## src/rtl/traffic_pkg.sv

```systemverilog
// Shared encodings for the traffic light monitor: light bus values, phase codes,
// error codes and checker FSM states, plus small decode helpers.
package traffic_pkg;

    localparam logic [2:0] LIGHT_RED    = 3'b100;
    localparam logic [2:0] LIGHT_GREEN  = 3'b010;
    localparam logic [2:0] LIGHT_YELLOW = 3'b001;

    typedef enum logic [1:0] {
        PHASE_NONE   = 2'b00,
        PHASE_RED    = 2'b01,
        PHASE_GREEN  = 2'b10,
        PHASE_YELLOW = 2'b11
    } phase_t;

    localparam logic [2:0] ERR_NONE        = 3'b000;
    localparam logic [2:0] ERR_ILLEGAL_ENC = 3'b001;
    localparam logic [2:0] ERR_BAD_SEQ     = 3'b010;
    localparam logic [2:0] ERR_SHORT       = 3'b011;
    localparam logic [2:0] ERR_LONG        = 3'b100;

    typedef enum logic [1:0] {
        ST_SYNC   = 2'b00,
        ST_RED    = 2'b01,
        ST_GREEN  = 2'b10,
        ST_YELLOW = 2'b11
    } state_t;

    function automatic logic is_onehot(input logic [2:0] l);
        return (l == LIGHT_RED) || (l == LIGHT_GREEN) || (l == LIGHT_YELLOW);
    endfunction

    function automatic phase_t decode_phase(input logic [2:0] l);
        case (l)
            LIGHT_RED:    return PHASE_RED;
            LIGHT_GREEN:  return PHASE_GREEN;
            LIGHT_YELLOW: return PHASE_YELLOW;
            default:      return PHASE_NONE;
        endcase
    endfunction

    // Legal successor in the R -> G -> Y -> R ring; 000 for anything else.
    function automatic logic [2:0] next_light(input logic [2:0] l);
        case (l)
            LIGHT_RED:    return LIGHT_GREEN;
            LIGHT_GREEN:  return LIGHT_YELLOW;
            LIGHT_YELLOW: return LIGHT_RED;
            default:      return 3'b000;
        endcase
    endfunction

    function automatic state_t light_state(input logic [2:0] l);
        case (l)
            LIGHT_RED:    return ST_RED;
            LIGHT_GREEN:  return ST_GREEN;
            LIGHT_YELLOW: return ST_YELLOW;
            default:      return ST_SYNC;
        endcase
    endfunction

endpackage

```

## src/rtl/traffic_light_monitor_if.sv

```systemverilog
// Light bus plus monitor status signals; master = controller/bench side,
// slave = the monitor.
interface traffic_light_monitor_if;
    logic [2:0]  light;
    logic        clr_err;
    logic [1:0]  phase;
    logic        locked;
    logic        err_valid;
    logic [2:0]  err_code;
    logic        err_sticky;
    logic [15:0] cycles;
    logic [7:0]  err_count;

    modport master (
        output light, clr_err,
        input  phase, locked, err_valid, err_code, err_sticky, cycles, err_count
    );

    modport slave (
        input  light, clr_err,
        output phase, locked, err_valid, err_code, err_sticky, cycles, err_count
    );
endinterface

```

## src/rtl/traffic_light_monitor_dwell.sv

```systemverilog
// Holds the previous light sample, flags a new value and counts how many
// consecutive edges the held value has been seen (saturating).
module tl_dwell_counter #(
    parameter int CNT_W = 8
) (
    input  logic             clk,
    input  logic             rst_n,
    input  logic [2:0]       light,
    output logic [2:0]       light_q,
    output logic             new_val,
    output logic [CNT_W-1:0] dwell
);

    logic [2:0]       light_q_reg;
    logic [CNT_W-1:0] dwell_reg, dwell_next;
    logic [2:0]       diff;

    generate
        for (genvar gi = 0; gi < 3; gi++) begin : g_diff
            assign diff[gi] = light[gi] ^ light_q_reg[gi];
        end
    endgenerate

    assign new_val = |diff;

    always_comb begin
        dwell_next = dwell_reg;
        if (new_val)
            dwell_next = CNT_W'(1);
        else if (dwell_reg != {CNT_W{1'b1}})
            dwell_next = dwell_reg + CNT_W'(1);
    end

    always_ff @(posedge clk or negedge rst_n) begin
        if (!rst_n) begin
            light_q_reg <= 3'b000;
            dwell_reg   <= '0;
        end else begin
            light_q_reg <= light;
            dwell_reg   <= dwell_next;
        end
    end

    assign light_q = light_q_reg;
    assign dwell   = dwell_reg;

endmodule

```

## src/rtl/traffic_light_monitor.sv

```systemverilog
// Passive sequence/timing checker for the one-hot traffic light bus.
// Optional saturating error counter enabled by defining TLM_ERR_CNT_EN.
module traffic_light_monitor
    import traffic_pkg::*;
#(
    parameter int RED_TIME    = 20,
    parameter int GREEN_TIME  = 15,
    parameter int YELLOW_TIME = 5,
    parameter int CNT_W       = 8
) (
    input logic                    clk,
    input logic                    rst_n,
    traffic_light_monitor_if.slave bus
);

    localparam logic [CNT_W-1:0] RED_E    = CNT_W'(RED_TIME + 1);
    localparam logic [CNT_W-1:0] GREEN_E  = CNT_W'(GREEN_TIME + 1);
    localparam logic [CNT_W-1:0] YELLOW_E = CNT_W'(YELLOW_TIME + 1);

    logic [2:0]       light_q;
    logic             new_val;
    logic [CNT_W-1:0] dwell;

    tl_dwell_counter #(.CNT_W(CNT_W)) u_dwell (
        .clk     (clk),
        .rst_n   (rst_n),
        .light   (bus.light),
        .light_q (light_q),
        .new_val (new_val),
        .dwell   (dwell)
    );

    state_t           state_reg, state_next;
    phase_t           phase_reg, phase_next;
    logic [2:0]       err_next;
    logic             cycle_done;
    logic [CNT_W-1:0] exp_time;
    logic [2:0]       exp_light;
    logic             err_valid_reg, err_valid_next;
    logic [2:0]       err_code_reg, err_code_next;
    logic             err_sticky_reg, err_sticky_next;
    logic [15:0]      cycles_reg, cycles_next;

    always_ff @(posedge clk or negedge rst_n) begin
        if (!rst_n) begin
            state_reg      <= ST_SYNC;
            phase_reg      <= PHASE_NONE;
            err_valid_reg  <= 1'b0;
            err_code_reg   <= ERR_NONE;
            err_sticky_reg <= 1'b0;
            cycles_reg     <= 16'h0000;
        end else begin
            state_reg      <= state_next;
            phase_reg      <= phase_next;
            err_valid_reg  <= err_valid_next;
            err_code_reg   <= err_code_next;
            err_sticky_reg <= err_sticky_next;
            cycles_reg     <= cycles_next;
        end
    end

    // Error priority falls out of the if-chain order: ILLEGAL_ENC, BAD_SEQ, SHORT.
    always_comb begin
        state_next = state_reg;
        err_next   = ERR_NONE;
        cycle_done = 1'b0;
        exp_time   = RED_E;
        exp_light  = LIGHT_GREEN;
        case (state_reg)
            ST_GREEN: begin
                exp_time  = GREEN_E;
                exp_light = LIGHT_YELLOW;
            end
            ST_YELLOW: begin
                exp_time  = YELLOW_E;
                exp_light = LIGHT_RED;
            end
            default: ;
        endcase

        if (new_val && !is_onehot(bus.light)) begin
            err_next = ERR_ILLEGAL_ENC;
        end else if (state_reg == ST_SYNC) begin
            // Dwell of the phase we synchronise on is not checked.
            if (new_val && is_onehot(light_q) && bus.light == next_light(light_q))
                state_next = light_state(bus.light);
        end else if (new_val) begin
            if (bus.light != exp_light) begin
                err_next = ERR_BAD_SEQ;
            end else if (dwell < exp_time) begin
                err_next = ERR_SHORT;
            end else begin
                state_next = light_state(bus.light);
                cycle_done = (state_reg == ST_YELLOW);
            end
        end else if (dwell == exp_time) begin
            err_next = ERR_LONG;
        end

        if (err_next != ERR_NONE)
            state_next = ST_SYNC;
    end

    always_comb begin
        phase_next      = decode_phase(bus.light);
        err_valid_next  = (err_next != ERR_NONE);
        err_code_next   = err_valid_next ? err_next : err_code_reg;
        err_sticky_next = err_valid_next | (err_sticky_reg & ~bus.clr_err);
        cycles_next     = cycles_reg + 16'(cycle_done);
    end

    assign bus.phase      = phase_reg;
    assign bus.locked     = (state_reg != ST_SYNC);
    assign bus.err_valid  = err_valid_reg;
    assign bus.err_code   = err_code_reg;
    assign bus.err_sticky = err_sticky_reg;
    assign bus.cycles     = cycles_reg;

`ifdef TLM_ERR_CNT_EN
    logic [7:0] err_count_reg, err_count_next;

    // A clear and a new error on the same edge leaves a count of one.
    always_comb begin
        err_count_next = bus.clr_err ? 8'h00 : err_count_reg;
        if (err_valid_next && err_count_next != 8'hFF)
            err_count_next = err_count_next + 8'h01;
    end

    always_ff @(posedge clk or negedge rst_n) begin
        if (!rst_n)
            err_count_reg <= 8'h00;
        else
            err_count_reg <= err_count_next;
    end

    assign bus.err_count = err_count_reg;
`else
    assign bus.err_count = 8'h00;
`endif

endmodule

```

## src/flat_wrapper.sv

```systemverilog
// flat-port wrapper written by rule: the top's interface ports become plain ports
module traffic_light_monitor_flat import traffic_pkg::*;
#(
    parameter int RED_TIME    = 20,
    parameter int GREEN_TIME  = 15,
    parameter int YELLOW_TIME = 5,
    parameter int CNT_W       = 8
)
  (clk, rst_n, bus_light, bus_clr_err, bus_phase, bus_locked, bus_err_valid, bus_err_code, bus_err_sticky, bus_cycles, bus_err_count);
  traffic_light_monitor_if bus_i ();
  input logic clk;
  input logic rst_n;
  input wire logic [$bits(bus_i.light)-1:0] bus_light;
  input wire logic [$bits(bus_i.clr_err)-1:0] bus_clr_err;
  output wire logic [$bits(bus_i.phase)-1:0] bus_phase;
  output wire logic [$bits(bus_i.locked)-1:0] bus_locked;
  output wire logic [$bits(bus_i.err_valid)-1:0] bus_err_valid;
  output wire logic [$bits(bus_i.err_code)-1:0] bus_err_code;
  output wire logic [$bits(bus_i.err_sticky)-1:0] bus_err_sticky;
  output wire logic [$bits(bus_i.cycles)-1:0] bus_cycles;
  output wire logic [$bits(bus_i.err_count)-1:0] bus_err_count;
  assign bus_i.light = bus_light;
  assign bus_i.clr_err = bus_clr_err;
  assign bus_phase = bus_i.phase;
  assign bus_locked = bus_i.locked;
  assign bus_err_valid = bus_i.err_valid;
  assign bus_err_code = bus_i.err_code;
  assign bus_err_sticky = bus_i.err_sticky;
  assign bus_cycles = bus_i.cycles;
  assign bus_err_count = bus_i.err_count;
  traffic_light_monitor #(.RED_TIME(RED_TIME), .GREEN_TIME(GREEN_TIME), .YELLOW_TIME(YELLOW_TIME), .CNT_W(CNT_W)) u_core (.clk(clk), .rst_n(rst_n), .bus(bus_i));
endmodule
```

## config.mk

```make
export PLATFORM = sky130hd
export DESIGN_NAME = traffic_light_monitor_flat
export DESIGN_NICKNAME = d
export VERILOG_FILES = /design/src/rtl/traffic_pkg.sv /design/src/rtl/traffic_light_monitor_if.sv /design/src/rtl/traffic_light_monitor_dwell.sv /design/src/rtl/traffic_light_monitor.sv /design/src/flat_wrapper.sv
export SDC_FILE = /design/constraint.sdc
export NUM_CORES = 1
export LEC_CHECK = 0
export ABC_AREA = 1
export BUFFER_PORTS_ARGS = -buffer_cell sky130_fd_sc_hd__buf_2
export CAP_MARGIN = 25
export CORE_MARGIN = 1.5
export CORE_UTILIZATION = 35
export CTS_CLUSTER_SIZE = 16
export DETAILED_ROUTE_END_ITERATION = 8
export PLACE_DENSITY_LB_ADDON = 0.12
export SETUP_SLACK_MARGIN = 0.5
export SYNTH_ARGS = -nofsm -noshare
export SYNTH_HDL_FRONTEND = slang
export SYNTH_SLANG_ARGS = --single-unit
```

## constraint.sdc

```tcl
create_clock -name clk -period 4.1 [get_ports clk]
set_clock_uncertainty 0.15 [all_clocks]
set_input_delay 0.41 -clock clk [delete_from_list [all_inputs] [get_ports clk]]
set_output_delay 0.41 -clock clk [all_outputs]
set_load 0.02 [all_outputs]
```

* Word-level counts from Yosys, hierarchy flattened
Cells that the tools add are included.
** Word-level totals
- Flip-flop bits (word level) :: 36
- Latch bits :: 0
- RAM bits :: 0
- ROM bits :: 0
- Input bits :: 6
- Output and inout port bits :: 32
- Memories kept :: 0
** Cells by class
- $add $sub $neg :: 2
- Multipliers :: 0
- Divide/modulo/power cells :: 0
- $lt $le $gt $ge :: 1
- Equality and inequality tests :: 16
- Shift-type cells :: 0
- Multiplexer cells :: 26
- Bitwise gates (word level) :: 6
- Reduce and logical (&&, ||, !) cells :: 15
** Operators by type and width (count)
- 2-to-1 mux 3 bit :: 7
- adder 16 x 1 -> 16 bit :: 1
- 2-to-1 mux 2 bit :: 8
- 2-to-1 mux 8 bit :: 2
- case mux 5 bit (2 select lines) :: 1
- case mux 3 bit (3 select lines) :: 1
- adder 8 x 1 -> 8 bit (second input constant) :: 1
- equality test 8 x 5 -> 1 bit :: 1
- < comparator 8 x 5 -> 1 bit :: 1
- != test 8 bit (second input constant) :: 1
- equality test 3 x 1 -> 1 bit (second input constant) :: 2
- equality test 3 x 2 -> 1 bit (second input constant) :: 2
- equality test 3 bit (second input constant) :: 2
- != test 3 x 1 -> 1 bit (second input constant) :: 2
- case mux 2 bit (3 select lines) :: 1
- case mux 3 bit (2 select lines) :: 1
- nonzero test 3 bit :: 2
- 2-to-1 mux 1 bit :: 5
- AND reduction 5 bit :: 1
- equality test 2 bit (second input constant) :: 2
- logical OR 1 bit :: 4
- nonzero test 2 bit :: 2
- equality test 3 bit :: 1
- logical AND 1 bit :: 3
- 10 further kinds :: 12

* Depth between registers and ports, before layout
Gate-level depths: netlist (run 1).
- Depth after elaboration :: 12
- Mapped depth :: 19
- Mapped depth without buffers :: 19

* Hierarchy
Synthesis (run 1) repeated with hierarchy kept, for this count alone.
** Second synthesis, totals
- Cell total of the unflattened synthesis :: 241
- Area, all modules :: 2093.3 um2
** Modules (own cells, without submodules)
- traffic_light_monitor :: times used 1, cells each 169, area an instance 1502.7 um2, sequential area each 625.6 um2
- tl_dwell_counter :: times used 1, cells each 72, area an instance 590.6 um2, sequential area each 275.3 um2

* Worst setup path before layout (run 1)
Ideal clock, no wire load.
- Path type :: register -> register
- From :: register u_core.state_reg[1]
- To :: register u_core.cycles_reg[14] (netlist: u_core.bus.cycles[14])
- Library setup time :: 124 ps
- Arrival :: 2506 ps
- Setup slack :: 1320 ps
- Cell stages (with the launch flop) :: 19
- Path buffers :: 0
- Cell sequence :: dfrtp_1 nand2_2 ha_1 nand2_1 nand2_1 nand2_1 nand2_1 nand2_1 nand2_1 nand2_2 nor3_1 ha_1 ha_1 nand3_1 nor2_1 nand3_1 nor2_1 nand4_1 xor2_1
** Between the ends
- Word-level cells in the longest chain between the ends :: 9
** RTL lines
- start, declared :: RTL line traffic_light_monitor.sv:33 : state_t state_reg, state_next;
- start signal, assigned :: RTL line traffic_light_monitor.sv:53 : state_reg <= state_next;
- equality test 2 bit (on tied branches) :: RTL line traffic_light_monitor.sv:69, traffic_light_monitor.sv:94
- case mux 5 bit (2 select lines) :: RTL line traffic_light_monitor.sv:69 : case (state_reg)
- < comparator 8 x 5 -> 1 bit :: RTL line traffic_light_monitor.sv:90 : end else if (dwell < exp_time) begin
- 2-to-1 mux 1 bit :: RTL line traffic_light_monitor.sv:90
- 2-to-1 mux 1 bit :: RTL line traffic_light_monitor.sv:88 : if (bus.light != exp_light) begin
- 2-to-1 mux 1 bit :: RTL line traffic_light_monitor.sv:87 : end else if (new_val) begin
- 2-to-1 mux 1 bit * :: RTL line traffic_light_monitor.sv:83 : end else if (state_reg == ST_SYNC) begin
- 2-to-1 mux 1 bit * :: RTL line traffic_light_monitor.sv:81 : if (new_val && !is_onehot(bus.light)) begin
- adder 16 x 1 -> 16 bit * :: RTL line traffic_light_monitor.sv:109 : cycles_next = cycles_reg + 16'(cycle_done);
- via u_core.cycles_next[14] :: RTL line traffic_light_monitor.sv:42 : logic [15:0] cycles_reg, cycles_next;
- end signal, assigned :: RTL line traffic_light_monitor.sv:58 : cycles_reg <= cycles_next;
- end, declared :: RTL line traffic_light_monitor.sv:42
The timed path passes the listed nets; every way through them passes the cells marked *.
A chain may end at the register's enable or synchronous reset.

* Worst setup path after layout (run 1)
Ends and elaborated chain as after synthesis.

==> impl_metrics.yaml, run 1 <==
outcome:
  outcome: "finished clean"
worst_setup_path:
  cp.arrival_ns: 3.08
  worstPathMaxFanout: 7
  start_kind: "flop"
  cp.required_ns: 4.12
  cp_cell_sequence: "nand2_2 > ha_1 > nand2_1 > nand2_1 > nand2_1 > nand2_1 > nand2_1 > nand2_1 > nand2_2 > nor3_1 > ha_1 > ha_1 > nand3_1 > nor2_1 > nand3_1 > nor2_1 > nand4_1 > xor2_1"
  crit_top_cell: "nand2_1"
  worst_path_max_delay_cell: "dfrtp_1"
  slowest_delay_ns: 0.48
  path_buf_inv: 0
  crit_family: "simple AND/OR/NAND/NOR gates"
  crit_start: "u_core.state_reg[1]"
  critPathCaptureType: "flop"
  r2r-start: "u_core.state_reg[1]"
  critPathKind: "reg -> reg"
job:
  drv_cap: 0
logic_synthesis:
  synthAdderAreaFrac_pct: 4.57
  synth_mux_area_share_pct: 0
  synth_xor_area_share_pct: 7.31
  synth_compound_area_share_pct: 5.68
  synth_cells: 220
  yosysSeqAreaShare_pct: 47.0
  netlist_area_um2: 1920
  yosys_warnings: 0
  synth_seq_cells: 36
  synth_top_family_by_area: "simple AND/OR/NAND/NOR gates"
  ys_types: 27
  syn_area_per_cell_um2: 8.72
  yosys.area_share.simple_pct: 26.7
power_and_ir_drop:
  p_sw_w: 0.000182
  cellPowerDensity_nw_per_um2: 316
  p_int_w: 0.000515
  switching_share_pct: 26.1
  clkPwrFrac_pct: 38.8
  leakage_nw: 1.18
  combinationalPowerShare_pct: 8.8
  vdd_drop_max_mv: 0.206
  pwr-share-seq_pct: 52.5
die:
  core_area_um2: 5200
  num_io_pins: 38
  fp-row-count: 26
  die_y_um: 77.0
  dieWidth_um: 77.0
  die_area_um2: 5930
  start_util_pct: 36.9
timing:
  slew_viol_final: 0
  setup_ws_ns: 1.05
  fmax_mhz: 328
  final-hold-violation-count: 0
  timing.final.crit_share_pct: 74.4
  relSlewSlack_pct: 46.1
  tightest_slew_ns: 0.809
  holdWs_ns: 0.0635
  setup_violations: 0
  fin_setup_tns_ns: 0
  min_period_ns: 3.05
  rsz0062_at_grt: "false"
clock_network:
  cts_tree: "yes"
  cts_max_level: 2
  cts.sinks: 36
  numCtsBuffers: 5
  clockRootBuffer: "clkbuf_8"
  clock_latency_ns: 0.28
  cts_resized: 0
  clock_path_buffers: 2
  hold_buffers: 0
  post_cts_buffers: 0
  clkTransAtPathRegs_ns: 0.08
drt:
  drcViolationCount: 0
  dr.pass1.iters: 4
  drt-vias-per-instance: 4.65
  vias: 1512
  wirelength_um: 3790
  drt_iter0_drc: 65
  wl_per_cell_um: 11.7
  ant_nets: 0
global_routing:
  grt_pass1_wl_um: 6650
  grt.overflow.total: 0
  grt_use_total_pct: 14.0
  grt_pass1_vias: 1464
  antenna_found_initial: 0
  grt_max_degree: 37
place:
  port_buffers: 29
  gp_congestion: 0.756
  dpl_worst_slack_ns: 1.04
  placedInstanceArea_um2: 2110
  post-dp-hpwl_um: 2800
finish:
  largest_register_ff_count: 16
  nets: 267
  seq_area_um2: 901
  n_fill_cell: 554
  area_growth_pct: 14.9
  drive_above_1_share_pct: 20.8
  multi_input_area_um2: 878
  post-route-util_pct: 42.3
  final_area_um2: 2200
  antenna_cells: 0
hold_path:
  worst_hold_path_type: "in -> async"
-- worst paths after layout --
kind	slack (ns)	cells after the start	endpoint
max	1.05	18	u_core.bus.cycles[14]
min	0.06	1	u_core.bus.cycles[5]
max reg2reg	1.05	18	u_core.bus.cycles[14]
min reg2reg	0.32	1	u_core.bus.cycles[15]
max in group asynchronous	3.23	1	u_core.u_dwell.dwell[2]
min in group clk	0.15	1	u_core.u_dwell.light_q[1]
-- kinds of logic after synthesis --
logic type	Yosys count
AND/OR/NAND/NOR	110
flip-flops	36
buffers and inverters	35
XOR/XNOR	16
AO/OA/AOI/OAI	15
adder cells (fa/ha/maj)	7
other	1
-- placed cells by master (no fill, tap or decap) --
| cell type | instances |
|---|---|
| a21oi_1 | 4 |
| nand3_1 | 16 |
| nand2_1 | 53 |
| nand4_1 | 6 |
| conb_1 | 8 |
| xor2_1 | 10 |
| o211ai_1 | 1 |
| nor2_1 | 15 |
| nand2_2 | 3 |
| a31oi_1 | 1 |
| clkinvlp_4 | 1 |
| o21bai_2 | 1 |
| nand3b_1 | 2 |
| ha_1 | 7 |
| clkbuf_1 | 1 |
| nor3_1 | 7 |
| buf_2 | 29 |
| a21oi_4 | 1 |
| xnor2_1 | 6 |
| nor3_2 | 2 |
| a21oi_2 | 2 |
| clkbuf_8 | 6 |
| o21ai_0 | 3 |
| inv_2 | 2 |
| nand2_4 | 1 |
| nor2_2 | 3 |
| dfrtp_1 | 36 |
| inv_1 | 24 |
| nand3_2 | 2 |
| a211oi_1 | 2 |
-- cell type report --
cell class	count	area share, %
Timing Repair Buffer	29	6.59
Clock inverter	1	0.341
Tap cell	70	3.98
Sequential cell	36	40.9
Inverter	26	4.43
Clock buffer	7	3.92
Multi-Input combinational cell	156	39.9
-- per-layer routing --
layer	wire [µm]	vias to the layer above	GRT usage (%)	part of all wire, %
li1	-	759	-	-
met1	1780	708	18.1	47
met2	1770	39	22.9	47
met3	183	6	3.57	4.8
met4	53	0	4.18	1.4
met5	0	-	0	0
-- Yosys cell counts (all sizes together) --
| cell type | count | area [µm²] |
|---|---|---|
| inv | 26 | 97.6 |
| nor2 | 18 | 75.1 |
| nand2 | 57 | 229 |
| o21ai | 3 | 15.0 |
| o21bai | 1 | 11.3 |
| nand3b | 2 | 15.0 |
| o211ai | 1 | 7.51 |
| dfrtp | 36 | 901 |
| ha | 7 | 87.6 |
| a31oi | 1 | 6.26 |
| nand3 | 18 | 100 |
| a211oi | 2 | 15.0 |
| a21oi | 7 | 53.8 |
| nor3 | 9 | 55.1 |
| xnor2 | 6 | 52.6 |
| conb | 1 | 3.75 |
| buf | 9 | 67.6 |
| xor2 | 10 | 87.6 |
| nand4 | 6 | 37.5 |
-- power groups by stage --
stage,clock network (W),registers [W],logic [W]
2_1_floorplan,0,0.000377,0.0000415
3_3_place_gp,0,0.000372,0.0000626
3_5_place_dp,0,0.000372,0.0000621
4_1_cts,0.000278,0.000365,0.0000624
5_1_grt,0.000293,0.000366,0.0000693
6_report,0.000270,0.000365,0.0000610
-- through the flow --
| step | std cells | power [W] |
|---|---|---|
| floorplan | 227 | 0.000418 |
| global placement | 317 | 0.000435 |
| detailed placement | 317 | 0.000434 |
| CTS | 325 | 0.000705 |
| global route | 325 | 0.000729 |
| finish | 325 | 0.000696 |
Note: power is estimated with default switching activity, not from simulation.
==> run 2: changes to the inputs <==
clock period = 3.1 ns   (was 4.1 ns; I/O delays follow)
==> impl_metrics.yaml, run 2 (synthesized netlist as in run 1, its figures left out) <==
clock_network:
  clock_path_buffers: 2
  cts_max_level: 2
  cts.sinks: 36
  clockRootBuffer: "clkbuf_8"
  clkTransAtPathRegs_ns: 0.07
  cts_tree: "yes"
  clock_latency_ns: 0.28
  numCtsBuffers: 5
die:
  die_area_um2: 5930
  start_util_pct: 36.9
  num_io_pins: 38
  fp-row-count: 26
  die_y_um: 77.0
  core_area_um2: 5200
  dieWidth_um: 77.0
finish:
  nets: 287
  post-route-util_pct: 48.3
  area_growth_pct: 31.1
  largest_register_ff_count: 16
  final_area_um2: 2510
  final_common_cell: "nand2_1"
  antenna_cells: 0
  drive_above_1_share_pct: 33.8
  layout_common_cells: "nand2_1, dfrtp_1, buf_2"
worst_setup_path:
  start_kind: "flop"
  r2r_slack_ns: 0.51
  cp_cell_sequence: "nand2_4 > ha_4 > nand2_2 > nand2_1 > nand2_1 > nand2_1 > nand2_2 > nand2_2 > nand2_4 > nor3_4 > ha_4 > ha_4 > nand3_4 > nor2_4 > nand3_4 > nor2_4 > nand4_1 > xor2_1"
  r2r-end: "u_core.bus.cycles[14]"
  crit_family: "simple AND/OR/NAND/NOR gates"
  r2r-start: "u_core.state_reg[1]"
  worstPathMaxFanout: 5
  cp.arrival_ns: 2.61
  slowest_delay_ns: 0.43
  worst_path_max_delay_cell: "dfrtp_2"
  path_buf_inv: 0
  critPathKind: "reg -> reg"
  cp.required_ns: 3.13
  critPathCaptureType: "flop"
  reg2reg_depth: 18
  crit_start: "u_core.state_reg[1]"
drt:
  ant_nets: 0
  vias: 1558
  wl_per_cell_um: 11.6
  drt_iter0_drc: 38
  drcViolationCount: 0
  dr.pass1.iters: 4
  wirelength_um: 4010
  drt-vias-per-instance: 4.52
hold_path:
  hp-start: "bus_light[1]"
  worst_hold_path_type: "in -> reg"
  min_path_cells: 1
  min_to: "u_core.u_dwell.light_q[1]"
power_and_ir_drop:
  p_sw_w: 0.000238
  clkPwrFrac_pct: 37.8
  cellPowerDensity_nw_per_um2: 365
  pwr-share-seq_pct: 52.6
  p_total_w: 0.000919
  combinationalPowerShare_pct: 9.6
  switching_share_pct: 25.9
  p_int_w: 0.000681
  leakage_nw: 1.32
  vdd_drop_max_mv: 0.158
place:
  port_buffers: 29
  post-dp-hpwl_um: 2780
  gp_congestion: 0.791
  placedInstanceArea_um2: 2170
timing:
  rsz0062_at_grt: "true"
  relSlewSlack_pct: 45.9
  fin_setup_tns_ns: 0
  final-hold-violation-count: 0
  fmax_mhz: 386
  slew_viol_final: 0
  tightest_slew_ns: 0.811
  timing.final.crit_share_pct: 83.5
  min_period_ns: 2.59
  setup_violations: 0
global_routing:
  grt_pass1_wl_um: 6770
  grt.overflow.total: 0
  grt_pass1_vias: 1486
  grt_use_total_pct: 14.3
  antenna_found_initial: 0
  grt_max_degree: 37
outcome:
  outcome: "finished clean"
job:
  drv_cap: 0
## run 2: changes by cell type in the layout (fill, tap and decap cells not counted), sizes merged
cell / change
clkbuf: -1
clkinv: +2
dlygate4sd3: +1
clkinvlp: -1
buf: +19
## run 2: how the worst max path moves through the flow
stage	end	slack, ns	depth (start not counted)
floorplan	u_core.bus.cycles[14]	0.44	18
global placement	u_core.bus.cycles[13]	0.20	17
detailed placement	u_core.bus.cycles[13]	0.16	17
CTS	u_core.bus.cycles[11]	0.41	17
global route	u_core.bus.cycles[14]	0.36	18
finish	u_core.bus.cycles[14]	0.51	18
## run 2: timing repair
action	in CTS	in global routing
hold buffers	1	0
hold endpoints to repair	20	0
setup endpoints to repair	9	8
buffers inserted	13	5
gates cloned	0	0
gates resized for setup	10	12
pin swaps	9	5
## run 2: metrics by stage
stage / cells / hold slack (ns) / setup WS (ns)
final: 345 / 0.0411 / 0.511
after global placement: 318 / 0.300 / 0.195
after CTS: 340 / 0.0326 / 0.408
after detailed placement: 318 / 0.305 / 0.158
after global routing: 345 / 0.0363 / 0.357
after floorplan: 227 / -0.136 / 0.439
## run 2: routing by layer
| layer | vias to the layer above | share of wire (%) | track usage, % |
|---|---|---|---|
| li1 | 803 | - | - |
| met1 | 719 | 47 | 18.7 |
| met2 | 30 | 48 | 23.2 |
| met3 | 6 | 4.2 | 4.05 |
| met4 | 0 | 1.0 | 3.82 |
| met5 | - | 0 | 0 |
## run 2: area by class of cell
class                           count  area, µm²
Clock buffer                        6       82.6
Timing Repair Buffer               49        302
Fill cell                         508       2690
Inverter                           26       97.6
Clock inverter                      2       10.0
Multi-Input combinational cell    156       1030
Sequential cell                    36        903
Tap cell                           70       87.6
## run 2: power groups by stage
| stage | Sequential, W | Combinational [W] | Clock (W) |
|---|---|---|---|
| global route | 0.000485 | 0.0000997 | 0.000379 |
| detailed placement | 0.000493 | 0.0000849 | 0 |
| global placement | 0.000493 | 0.0000853 | 0 |
| floorplan | 0.000499 | 0.0000558 | 0 |
| CTS | 0.000484 | 0.0000881 | 0.000358 |
| finish | 0.000484 | 0.0000879 | 0.000347 |
==> run 3: changes to the inputs <==
ABC_AREA = 0   (was 1)
clock period = 2.25 ns   (was 3.1 ns; I/O delays follow)
==> impl_metrics.yaml, run 3 <==
logic_synthesis:
  synth_top_area_share_pct: 47.1
  synth_cells: 186
  yosys-top-cells-area: "dfrtp_1, xnor2_1, ha_1, nand3_1, nor2_1"
  synth_ff_type: "dfrtp_1"
  syn_area_per_cell_um2: 10.3
  yosysSeqAreaShare_pct: 47.1
  ys_async_sr_fraction_pct: 100
  netlist_area_um2: 1910
  synth_common_cells: "dfrtp_1, nor2_1, xnor2_1"
  ys_types: 45
  yosys.area.top_type: "dfrtp_1"
  synth_edf_count: 0
  synth_seq_cells: 36
  yosysMostFrequentCell: "dfrtp_1"
  yosys_warnings: 0
die:
  core_area_um2: 5200
  start_util_pct: 36.8
  dieWidth_um: 77.0
  fp-row-count: 26
  die_y_um: 77.0
  num_io_pins: 38
  die_area_um2: 5920
timing:
  rsz0062_at_grt: "true"
  setup_violations: 20
  fmax_mhz: 370
  fin_setup_tns_ns: -6.13
  slew_viol_final: 0
  setup_ws_ns: -0.452
  final-hold-violation-count: 0
  min_period_ns: 2.70
  holdWs_ns: 0.0599
  tightest_slew_ns: 0.805
  relSlewSlack_pct: 46.4
  timing.final.crit_share_pct: 120
finish:
  largest_register_ff_count: 16
  nets: 276
  antenna_cells: 0
  final_common_cell: "buf_4"
  area_growth_pct: 45.4
  n_fill_cell: 482
  final_cells: 333
  drive_above_1_share_pct: 46.8
  layout_common_cells: "buf_4, dfrtp_1, buf_2"
clock_network:
  clock_path_buffers: 2
  clkTransAtPathRegs_ns: 0.07
  clock_latency_ns: 0.29
  cts_max_level: 2
  cts.sinks: 36
  numCtsBuffers: 5
  clockRootBuffer: "clkbuf_8"
  cts_tree: "yes"
place:
  post-dp-hpwl_um: 3220
  dp_cells: 306
  port_buffers: 29
  gp_congestion: 0.813
worst_setup_path:
  cp.required_ns: 2.27
  cp.arrival_ns: 2.72
  critPathKind: "reg -> reg"
  reg2reg_depth: 10
  critPathCaptureType: "flop"
  start_kind: "flop"
  worstPathMaxFanout: 5
  r2r_slack_ns: -0.45
hold_path:
  worst_hold_path_type: "in -> reg"
  min_path_cells: 3
drt:
  dr.pass1.iters: 5
  drt-vias-per-instance: 4.87
  wirelength_um: 4870
  vias: 1623
  ant_nets: 0
  wl_per_cell_um: 14.6
  drt_iter0_drc: 56
  drcViolationCount: 0
global_routing:
  grt_max_degree: 37
  grt_use_total_pct: 17.5
  grt_pass1_vias: 1655
  antenna_found_initial: 0
  grt.overflow.total: 0
  grt_pass1_wl_um: 8150
outcome:
  violations: "negative setup slack"
  outcome: "finished, violations left"
power_and_ir_drop:
  vdd_drop_max_mv: 0.256
  p_total_w: 0.00130
  cellPowerDensity_nw_per_um2: 468
  leakage_nw: 1.38
job:
  drv_cap: 0
run 3: cell count changes after synthesis, sizes merged, moves of 5 or more:
cell | before | now
a21oi | 7 | 2
xor2 | 10 | 5
xnor2 | 6 | 17
inv | 26 | 8
nor3 | 9 | 3
nand2 | 57 | 8
and3 | 0 | 6
run 3: routing by layer:
metal  vias to the layer above  GRT usage (%)  part of all wire (%)
li1                        802              -                     -
met1                       778           22.2                    45
met2                        33           29.3                    50
met3                        10           3.81                   3.3
met4                         0           5.93                   1.8
met5                         -              0                     0
run 3: power by group:
| group | switching [W] | internal, W | total, W |
|---|---|---|---|
| clock | 0.000227 | 0.000211 | 0.000438 |
| combinational | 0.000111 | 0.0000810 | 0.000191 |
| sequential | 0.0000111 | 0.000662 | 0.000674 |
run 3: logic make-up after synthesis:
kind of cell,after synthesis,share of synthesized area (%)
XOR/XNOR,22,10.1
AND/OR/NAND/NOR,72,20.8
other,1,0.196
buffers and inverters,21,6.86
multiplexers,1,0.523
adder cells (fa/ha/maj),7,4.57
AO/OA/AOI/OAI,26,9.94
flip-flops,36,47.1
run 3: critical path, cell delays in order, from the launching register on:
cell,delay (ns)
dfrtp_2,0.46
buf_6,0.13
or3b_4,0.41
a21oi_4,0.17
o22ai_2,0.11
nor4_2,0.28
ha_2,0.27
nand4_1,0.17
nor2_2,0.18
nand3_1,0.11
xnor2_1,0.14
run 3: area by class of cell:
| type | instances | area, µm² | share of cell area, % |
|---|---|---|---|
| clock inverters | 1 | 5.00 | 0.180 |
| repair buffers | 76 | 541 | 19.4 |
| multi-input cells | 136 | 1140 | 41.1 |
| well taps | 70 | 87.6 | 3.15 |
| flip-flops and latches | 36 | 902 | 32.4 |
| clock buffers | 6 | 72.6 | 2.61 |
| inverters | 8 | 32.5 | 1.17 |
run 3: repair_timing:
item	CTS	global route
buffers inserted	9	10
endpoints found under the hold margin	36	0
setup endpoints to repair	29	24
hold buffers	1	0
pin swaps	15	11
gates resized for setup	45	10
run 3: worst paths after layout:
path / start / to
min in group asynchronous: rst_n / u_core.u_dwell.dwell[3]
setup / recovery: u_core.state_reg[1] / u_core.bus.cycles[13]
max in group asynchronous: rst_n / u_core.state_reg[1]
hold reg to reg: u_core.bus.cycles[15] / u_core.bus.cycles[15]
hold / removal: bus_clr_err / u_core.bus.err_sticky
setup reg to reg: u_core.state_reg[1] / u_core.bus.cycles[13]
run 3: stage by stage:
stage	util (%)	cell area (µm²)	setup slack, ns
3_3_place_gp	44.4	2310	-0.417
3_5_place_dp	44.4	2310	-0.548
6_report	53.5	2780	-0.452
5_1_grt	53.5	2780	-0.591
4_1_cts	51.1	2660	-0.384
2_1_floorplan	-	1970	-0.336
